File: config.mk
export PLATFORM = sky130hd
export DESIGN_NAME = led_blink_ctrl
export DESIGN_NICKNAME = d
export VERILOG_FILES = /design/src/rtl/led_blink_pkg.sv /design/src/rtl/led_blink_ctrl_blink_gen.sv /design/src/rtl/led_blink_ctrl.sv
export SDC_FILE = /design/constraint.sdc
export NUM_CORES = 1
export LEC_CHECK = 0
export CAP_MARGIN = 20
export CORE_ASPECT_RATIO = 0.5
export CORE_UTILIZATION = 33
export DETAILED_ROUTE_END_ITERATION = 10
export PLACE_DENSITY = 0.56
export SYNTH_ARGS = -nofsm -noshare
export SYNTH_HDL_FRONTEND = slang
export SYNTH_SLANG_ARGS = --single-unit
File: constraint.sdc
create_clock -name clk -period 3.11 [get_ports clk]
set_clock_uncertainty 0.05 [all_clocks]
set_input_delay 0.622 -clock clk [delete_from_list [all_inputs] [get_ports clk]]
set_output_delay 0.622 -clock clk [all_outputs]
set_load 0.005 [all_outputs]
File: src/rtl/led_blink_pkg.sv
// Shared types for the LED blink controller: mode encoding, press FSM states, PWM width.
// PWM_W only matters when LED_BLINK_CTRL_PWM_EN is defined.
package led_blink_pkg;

    localparam int PWM_W = 4;

    typedef enum logic [1:0] {
        MODE_OFF  = 2'd0,
        MODE_SLOW = 2'd1,
        MODE_FAST = 2'd2,
        MODE_ON   = 2'd3
    } mode_t;

    typedef enum logic [1:0] {
        IDLE     = 2'd0,
        PRESSED  = 2'd1,
        REL_WAIT = 2'd2
    } press_state_t;

    function automatic mode_t next_mode(input mode_t m);
        return mode_t'(m + 2'd1);
    endfunction

endpackage

File: src/rtl/led_blink_ctrl_blink_gen.sv
// Blink engine: half-period counter, phase flop and the raw (unregistered) LED mux.
// A mode change restarts the half-period with the LED phase lit.
module blink_gen
    import led_blink_pkg::*;
#(
    parameter int SLOW_HALF = 25_000_000,
    parameter int FAST_HALF = 6_250_000
) (
    input  logic  clk,
    input  logic  rst,
    input  mode_t mode,
    input  logic  mode_chg,
    output logic  led_raw
);

    localparam int BW = $clog2(SLOW_HALF);
    localparam logic [BW-1:0] SLOW_TC = BW'(SLOW_HALF - 1);
    localparam logic [BW-1:0] FAST_TC = BW'(FAST_HALF - 1);

    logic [BW-1:0] blink_cnt_q, blink_cnt_d;
    logic          phase_q, phase_d;
    logic [BW-1:0] term_cnt;

    always_comb begin
        blink_cnt_d = blink_cnt_q;
        phase_d     = phase_q;
        term_cnt    = (mode == MODE_FAST) ? FAST_TC : SLOW_TC;
        if (mode_chg) begin
            blink_cnt_d = '0;
            phase_d     = 1'b1;
        end else if (mode == MODE_SLOW || mode == MODE_FAST) begin
            if (blink_cnt_q == term_cnt) begin
                blink_cnt_d = '0;
                phase_d     = ~phase_q;
            end else begin
                blink_cnt_d = blink_cnt_q + BW'(1);
            end
        end else begin
            blink_cnt_d = '0;
        end
    end

    always_ff @(posedge clk or posedge rst) begin
        if (rst) begin
            blink_cnt_q <= '0;
            phase_q     <= 1'b1;
        end else begin
            blink_cnt_q <= blink_cnt_d;
            phase_q     <= phase_d;
        end
    end

    always_comb begin
        case (mode)
            MODE_OFF: led_raw = 1'b0;
            MODE_ON:  led_raw = 1'b1;
            default:  led_raw = phase_q;
        endcase
    end

endmodule

File: src/rtl/led_blink_ctrl.sv
// LED blinker mode controller: classifies button presses as short/long and sequences the blink mode.
// Optional brightness PWM on the LED output is enabled by defining LED_BLINK_CTRL_PWM_EN.
//
//   state    | meaning
//   ---------+------------------------------------------------------------
//   REL_WAIT | wait for button release before accepting a new press
//   IDLE     | button released, waiting for a press
//   PRESSED  | button held, hold_cnt counts high samples toward a long press
module led_blink_ctrl
    import led_blink_pkg::*;
#(
    parameter int SLOW_HALF   = 25_000_000,
    parameter int FAST_HALF   = 6_250_000,
    parameter int LONG_CYCLES = 50_000_000
) (
    input  logic             clk,
    input  logic             rst,
    input  logic             btn_in,
`ifdef LED_BLINK_CTRL_PWM_EN
    input  logic [PWM_W-1:0] duty,
`endif
    output logic             led,
    output logic [1:0]       mode,
    output logic             short_pulse,
    output logic             long_pulse
);

    localparam int HW = $clog2(LONG_CYCLES + 1);
    localparam logic [HW-1:0] LONG_TC = HW'(LONG_CYCLES - 1);

    press_state_t  state_q, state_d;
    logic [HW-1:0] hold_cnt_q, hold_cnt_d;
    mode_t         mode_q, mode_d;
    logic          short_pulse_q, short_pulse_d;
    logic          long_pulse_q, long_pulse_d;
    logic          led_q, led_d;
    logic          led_raw;
    logic          mode_chg;

    always_comb begin
        state_d       = state_q;
        hold_cnt_d    = hold_cnt_q;
        mode_d        = mode_q;
        short_pulse_d = 1'b0;
        long_pulse_d  = 1'b0;
        case (state_q)
            REL_WAIT: begin
                hold_cnt_d = '0;
                if (!btn_in) state_d = IDLE;
            end
            IDLE: begin
                if (btn_in) begin
                    state_d    = PRESSED;
                    hold_cnt_d = HW'(1);
                end
            end
            PRESSED: begin
                if (!btn_in) begin
                    state_d       = IDLE;
                    hold_cnt_d    = '0;
                    mode_d        = next_mode(mode_q);
                    short_pulse_d = 1'b1;
                end else if (hold_cnt_q == LONG_TC) begin
                    // Long press fires while still held; REL_WAIT swallows the release.
                    state_d      = REL_WAIT;
                    hold_cnt_d   = '0;
                    mode_d       = MODE_OFF;
                    long_pulse_d = 1'b1;
                end else begin
                    hold_cnt_d = hold_cnt_q + HW'(1);
                end
            end
            default: begin
                state_d    = REL_WAIT;
                hold_cnt_d = '0;
            end
        endcase
    end

    // Only a real change restarts the blink counter, so a long press in OFF leaves it alone.
    assign mode_chg = (mode_d != mode_q);

    blink_gen #(
        .SLOW_HALF (SLOW_HALF),
        .FAST_HALF (FAST_HALF)
    ) u_blink_gen (
        .clk      (clk),
        .rst      (rst),
        .mode     (mode_q),
        .mode_chg (mode_chg),
        .led_raw  (led_raw)
    );

`ifdef LED_BLINK_CTRL_PWM_EN
    logic [PWM_W-1:0] pwm_cnt_q, pwm_cnt_d;

    always_comb begin
        pwm_cnt_d = pwm_cnt_q + PWM_W'(1);
        led_d     = led_raw & (pwm_cnt_q < duty);
    end

    always_ff @(posedge clk or posedge rst) begin
        if (rst) pwm_cnt_q <= '0;
        else     pwm_cnt_q <= pwm_cnt_d;
    end
`else
    always_comb begin
        led_d = led_raw;
    end
`endif

    always_ff @(posedge clk or posedge rst) begin
        if (rst) begin
            state_q       <= REL_WAIT;
            hold_cnt_q    <= '0;
            mode_q        <= MODE_OFF;
            short_pulse_q <= 1'b0;
            long_pulse_q  <= 1'b0;
            led_q         <= 1'b0;
        end else begin
            state_q       <= state_d;
            hold_cnt_q    <= hold_cnt_d;
            mode_q        <= mode_d;
            short_pulse_q <= short_pulse_d;
            long_pulse_q  <= long_pulse_d;
            led_q         <= led_d;
        end
    end

    assign led         = led_q;
    assign mode        = mode_q;
    assign short_pulse = short_pulse_q;
    assign long_pulse  = long_pulse_q;

endmodule

==> results of run 1 <==
-- worst min path at each step --
stage / slack [ns] / cells past startpoint / endpoint / startpoint
2_1_floorplan: 0.39 / 1 / hold_cnt_q[25] / hold_cnt_q[25]
3_3_place_gp: 0.42 / 1 / u_blink_gen.blink_cnt_q[0] / u_blink_gen.blink_cnt_q[0]
3_5_place_dp: 0.44 / 1 / u_blink_gen.blink_cnt_q[0] / u_blink_gen.blink_cnt_q[0]
4_1_cts: 0.44 / 1 / u_blink_gen.blink_cnt_q[0] / u_blink_gen.blink_cnt_q[0]
5_1_grt: 0.47 / 1 / hold_cnt_q[25] / hold_cnt_q[25]
6_report: 0.44 / 1 / u_blink_gen.blink_cnt_q[0] / u_blink_gen.blink_cnt_q[0]
-- Yosys cell counts (all sizes together) (8+ instances only) --
master   n  area [µm²]
dfrtp   57        1426
nor2    56       210.2
xor2    27       236.5
nand2   24       90.09
nand4   20       125.1
xnor2   14       122.6
a31oi   12       75.07
nand3   12       60.06
nor3    11       55.05
and3    10       62.56
clkbuf   8       30.03
inv      8       30.03
-- sequential cells by signal (all words and copies together) (netlist names) --
name                     cells
long_pulse                   1
led                          1
mode                         2
u_blink_gen.phase_q          1
u_blink_gen.blink_cnt_q     25
hold_cnt_q                  26
state_q                      2
short_pulse                  1
-- cell families after synthesis --
family,count (synthesis),synth area share [%]
compound gates,34,8.528
fa+ha+maj,4,1.640
buf+inv,20,2.870
mux,3,1.025
xor+xnor,41,11.77
simple gates,155,25.71
flops,59,48.46
-- through the flow --
step                      setup slack, ns  cell area [µm²]
after CTS                          0.6944             3542
after global routing               0.4662             3542
final                              0.6638             3542
after global placement             0.7179             3233
after floorplan                    0.9850             3052
after detailed placement           0.6217             3233
-- layout make-up --
type                            count  area, µm²
Sequential cell                    59       1479
Fill cell                         880       5286
Timing Repair Buffer               10      92.59
Inverter                            8      30.03
Multi-Input combinational cell    237       1485
Clock buffer                       10      229.0
Tap cell                          117      146.4
Clock inverter                      6      80.08
-- layer usage --
layer  routed length (µm)  up-vias
met5                    0        -
met4                  123        0
met3                  219       13
met2                 2839       40
met1                 3030     1153
li1                     -     1134
-- power by group --
part / switching [mW] / internal [mW]
logic: 0.190 / 0.118
registers: 0.0363 / 0.807
clock network: 0.337 / 0.694
total: 0.563 / 1.62
==> reports/results.ini, run 1 <==
[worst_setup_path]
path_class=reg -> reg
cp_max_fo=25
critPathRequiredTime_ns=3.25
reg2reg_to=u_blink_gen.blink_cnt_q[5]
critPathLaunch=hold_cnt_q[0]
reg2reg_depth=6
cp.depth=6
cpPeakStageDelay_ns=0.49
path_delay_family=compound AO/OA/AOI/OAI gates
r2r_setup_slack_ns=0.66
crit_path_end_kind=flop
endpoint=u_blink_gen.blink_cnt_q[5]
cp_data_arrival_time_ns=2.59
critPathSlowestCell=a211o_2
r2r-start=hold_cnt_q[0]
cp_num_buf_inv=0
path_cells=ha_1 -> and4_1 -> nand4_1 -> o31ai_1 -> a211o_2 -> nor2_1
start_kind=flop

[detailed_routing]
drtPass1Iterations=4
drc_errors=0
via_per_inst=5.235
wl_um=6212
drtIter0Drc=176
detail-route-antenna-nets=0
via_count=2340
wl_per_cell_um=13.90

[placed_design]
place.gp.congestion=0.8062
dp_hpwl_um=4222
portBuffers=7
placedCellCount=431

[grt]
grtUsageMet1_pct=19.03
grt.total_usage_pct=14.84
use_met2_pct=23.22
grt_antenna_before_repair=0
grt_max_degree=26
grt_use_met3_pct=4.212
grt_pass1_wl_um=11050
globalRoute.busiestLayer=met2
grt_pass1_vias=2319
grt-ovfl-total=0

[timing]
finalCriticalPeriod_ns=2.446
finalCritPeriodShare_pct=78.65
grt_setup_unrepaired=false
fmax_mhz=408.8
final_hold_viol_count=0
worst_slew_pin_slew_ns=0.6715
hold_slack_ns=0.4380
max_slew_margin_pct=54.89
setup_viol=0
setup_tns_ns=0
finalMaxSlewViolations=0

[logic_synthesis]
synth_edf_count=0
ys.flop_type=dfrtp_1
synth_seq_cells=59
synth_warnings=0
syn_avg_cell_area_um2=9.657
synth_cell_types=41
synthCells=316
synth_seq_area_share_pct=48.46
syn-num-nets=323
async_flop_share_pct=100.0
syn_area_mm2=0.003052

[clock_tree]
ctsResizeCount=0
clock-sinks=59
insertion_delay_ns=0.32
htreeDepth=3
ctsHoldBuffers=0
numCtsBuffers=9
clk_pin_slew_worst_paths_ns=0.05
post_cts_buffers=0
clk_path_buf_depth=2
root_buffer=clkbuf_16
cts_tree=built

[power]
powerDensity_mw_per_mm2=616.2
leakage_nw=1.473
finalPower_mw=2.183
peakVddDrop_v=0.0003519

[floorplan]
start_util_pct=34.57
ioPinCount=8
die_h_um=70
die_area_mm2=0.009660
fp.coreArea_mm2=0.008828
rows=24
die_x_um=138.0

[final_layout]
layout_common_cells=57 x dfrtp_1, 56 x nor2_1, 27 x xor2_1
syn2layout_area_growth_pct=16.07
n_antenna_cell=0
drive_gt1_share_pct=8.182
final_common_cell=dfrtp_1
post-route-util_pct=40.12
instances_no_fill=447
nets=332

[run_status]
status=finished clean

[flow_run]
cap_violations=0

[hold_path]
hold_class=reg -> reg

(Power assumes the default switching activity.)
==> run 2: changes to the inputs <==
--- a/config.mk
+++ b/config.mk
@@ -9,7 +9,7 @@
 export CORE_ASPECT_RATIO = 0.5
 export CORE_UTILIZATION = 33
 export DETAILED_ROUTE_END_ITERATION = 10
-export PLACE_DENSITY = 0.56
+export PLACE_DENSITY = 0.58
 export SYNTH_ARGS = -nofsm -noshare
 export SYNTH_HDL_FRONTEND = slang
 export SYNTH_SLANG_ARGS = --single-unit
==> constraint.sdc (replaced) <==
create_clock -name clk -period 2.1 [get_ports clk]
set_clock_uncertainty 0.05 [all_clocks]
set_input_delay 0.42 -clock clk [delete_from_list [all_inputs] [get_ports clk]]
set_output_delay 0.42 -clock clk [all_outputs]
set_load 0.005 [all_outputs]
==> run 2 against run 1 <==
Compared with the run above:
- critical path depth grew 1
- wire length grew 4.8%
- count of clock-buffer cells in the layout grew 4
- die area is the same
- utilization grew 2.3 points
- cell count grew 4.3%
- sequential cell count is the same
- largest cell class unchanged
==> reports/results.ini, run 2 (synthesized netlist as in run 1, its figures left out) <==
[timing]
worst_slew_pin_slew_ns=0.4120  ; -0.2595 ns
grt_setup_unrepaired=true
final_hold_viol_count=0  ; unchanged
max_slew_margin_pct=72.32  ; +17 points
finalCriticalPeriod_ns=2.020  ; -0.4261 ns
finalCritPeriodShare_pct=96.19  ; +18 points
setup_viol=0  ; unchanged
finalMaxSlewViolations=0  ; unchanged
worst_slack_ns=0.07995  ; -0.5839 ns
fmax_mhz=495.0  ; +21%

[power]
peakVddDrop_v=0.0006141  ; +75%
internal-power_mw=2.427  ; +50%
p_comb_share_pct=20.9  ; +6.8 points
pwr-share-clk_pct=41.7  ; -5.5 points
switching_share_pct=26.72  ; +0.91 points
leakage_nw=1.588  ; +7.8%
powerDensity_mw_per_mm2=883.7  ; +43%
power_switching_mw=0.8849  ; +57%
p_seq_share_pct=37.4  ; -1.2 points

[worst_setup_path]
start_kind=flop
cp_max_fo=12  ; -52%
critPathRequiredTime_ns=2.27  ; -0.98 ns
crit_path_end_kind=flop
reg2reg_depth=7  ; +1
path_class=reg -> reg
reg2reg_to=u_blink_gen.blink_cnt_q[2]
r2r-start=hold_cnt_q[0]
cp_data_arrival_time_ns=2.19  ; -0.40 ns
r2r_setup_slack_ns=0.08  ; -0.58 ns

[clock_tree]
ctsHoldBuffers=0  ; unchanged
clk_path_buf_depth=2  ; unchanged
clock-sinks=59  ; unchanged
root_buffer=clkbuf_16
cts_tree=built
htreeDepth=3  ; unchanged
insertion_delay_ns=0.34  ; +0.02 ns
clk_pin_slew_worst_paths_ns=0.05  ; about the same
numCtsBuffers=9  ; unchanged

[floorplan]
start_util_pct=34.57  ; unchanged
die_area_mm2=0.009660  ; unchanged
ioPinCount=8  ; unchanged
rows=24  ; unchanged
die_h_um=70  ; unchanged
die_x_um=138.0  ; unchanged
fp.coreArea_mm2=0.008828  ; unchanged

[flow_run]
cap_violations=0  ; unchanged

[detailed_routing]
detail-route-antenna-nets=0  ; unchanged
drtIter0Drc=219  ; +24%
wl_um=6511  ; +4.8%
drtPass1Iterations=5  ; +1
via_per_inst=5.155  ; -1.5%
drc_errors=0  ; unchanged
wl_per_cell_um=13.97  ; +0.54%
via_count=2402  ; +2.6%

[final_layout]
n_antenna_cell=0  ; unchanged
regMostFlops=hold_cnt_q
syn2layout_area_growth_pct=22.80
nets=351  ; +5.7%
drive_gt1_share_pct=14.90  ; +6.7 points
layout_common_cells=57 x dfrtp_1, 54 x nor2_1, 27 x xor2_1
final_area_mm2=0.003747  ; +5.8%
largestRegisters=hold_cnt_q (26), u_blink_gen.blink_cnt_q (25)
largest_reg_flops=26  ; unchanged
final_common_cell=dfrtp_1

[grt]
grt_pass1_vias=2451  ; +5.7%
grt-ovfl-total=0  ; unchanged
grt_pass1_wl_um=11460  ; +3.7%
grt_max_degree=60  ; +130%
grt.total_usage_pct=15.45  ; +0.61 points
grt_antenna_before_repair=0  ; unchanged

[placed_design]
dpl_cell_area_mm2=0.003383  ; +4.6%
dp_slack_ns=0.01836  ; -0.6033 ns
dp_hpwl_um=4359  ; +3.3%
place.gp.congestion=0.8216  ; +1.9%
portBuffers=7  ; unchanged

[hold_path]
hold_class=in -> async

[run_status]
status=finished clean

-- run 2: changes by cell type in the layout (fill, tap and decap cells not counted), moves of 2 or more --
cell	delta
clkbuf_8	+3
bufinv_16	-2
clkinv_2	-2
buf_12	+3
buf_4	+15
nor2_1	-2
nor2_2	+2
-- run 2: critical path, stage by stage (launching register included) --
cell and delay, ns:
dfrtp_1 0.35, ha_2 0.19, and4_4 0.23, nand4_1 0.24, o31ai_2 0.39, a211o_2 0.24
clkbuf_16 0.17, nor2_1 0.05
-- run 2: per-layer routing --
layer / vias up / track usage, % / share of wire (%)
met3: 13 / 5.664 / 3.8
met2: 42 / 24.89 / 48
met1: 1174 / 18.86 / 46
met5: - / 0 / 0
met4: 0 / 5.556 / 1.5
li1: 1173 / - / -
-- run 2: area by class of cell --
| cell class | instances | area [µm²] |
|---|---|---|
| fill | 849 | 5081 |
| clock buffer | 14 | 274.0 |
| multi-input combinational | 237 | 1518 |
| clock inverter | 2 | 10.01 |
| tap | 117 | 146.4 |
| sequential | 59 | 1479 |
| timing repair buffer | 29 | 290.3 |
| inverter | 8 | 30.03 |
-- run 2: worst max-delay path by stage --
| stage | startpoint | to | cells past startpoint |
|---|---|---|---|
| after CTS | hold_cnt_q[1] | hold_cnt_q[22] | 6 |
| final | hold_cnt_q[0] | u_blink_gen.blink_cnt_q[2] | 7 |
| after global placement | btn_in | hold_cnt_q[10] | 6 |
| after global routing | hold_cnt_q[0] | u_blink_gen.blink_cnt_q[4] | 7 |
| after floorplan | hold_cnt_q[0] | hold_cnt_q[1] | 6 |
| after detailed placement | hold_cnt_q[1] | hold_cnt_q[22] | 6 |
-- run 2: timing repair --
action / CTS / global route
endpoints found under the setup margin: 0 / 52
resized for setup: 0 / 8
buffers inserted: 0 / 3
-- run 2: metrics by stage --
stage                     TNS [ns]  util [%]  hold slack [ns]  power, mW  cells
final                            0     42.45           0.4053      3.312    466
after global routing        -1.031     42.45           0.4475      3.485    466
after detailed placement         0     38.32           0.4425      1.849    446
after CTS                        0     41.54           0.4266      3.252    462
after floorplan                  0         -           0.3923      1.612    316
after global placement           0     38.32           0.4206      1.830    446
-- run 2: power groups by stage --
| stage | registers (mW) | clock network [mW] | logic (mW) |
|---|---|---|---|
| after CTS | 1.24 | 1.42 | 0.595 |
| after floorplan | 1.26 | 0 | 0.352 |
| after global placement | 1.25 | 0 | 0.576 |
| final | 1.24 | 1.38 | 0.692 |
| after detailed placement | 1.26 | 0 | 0.591 |
| after global routing | 1.25 | 1.48 | 0.762 |
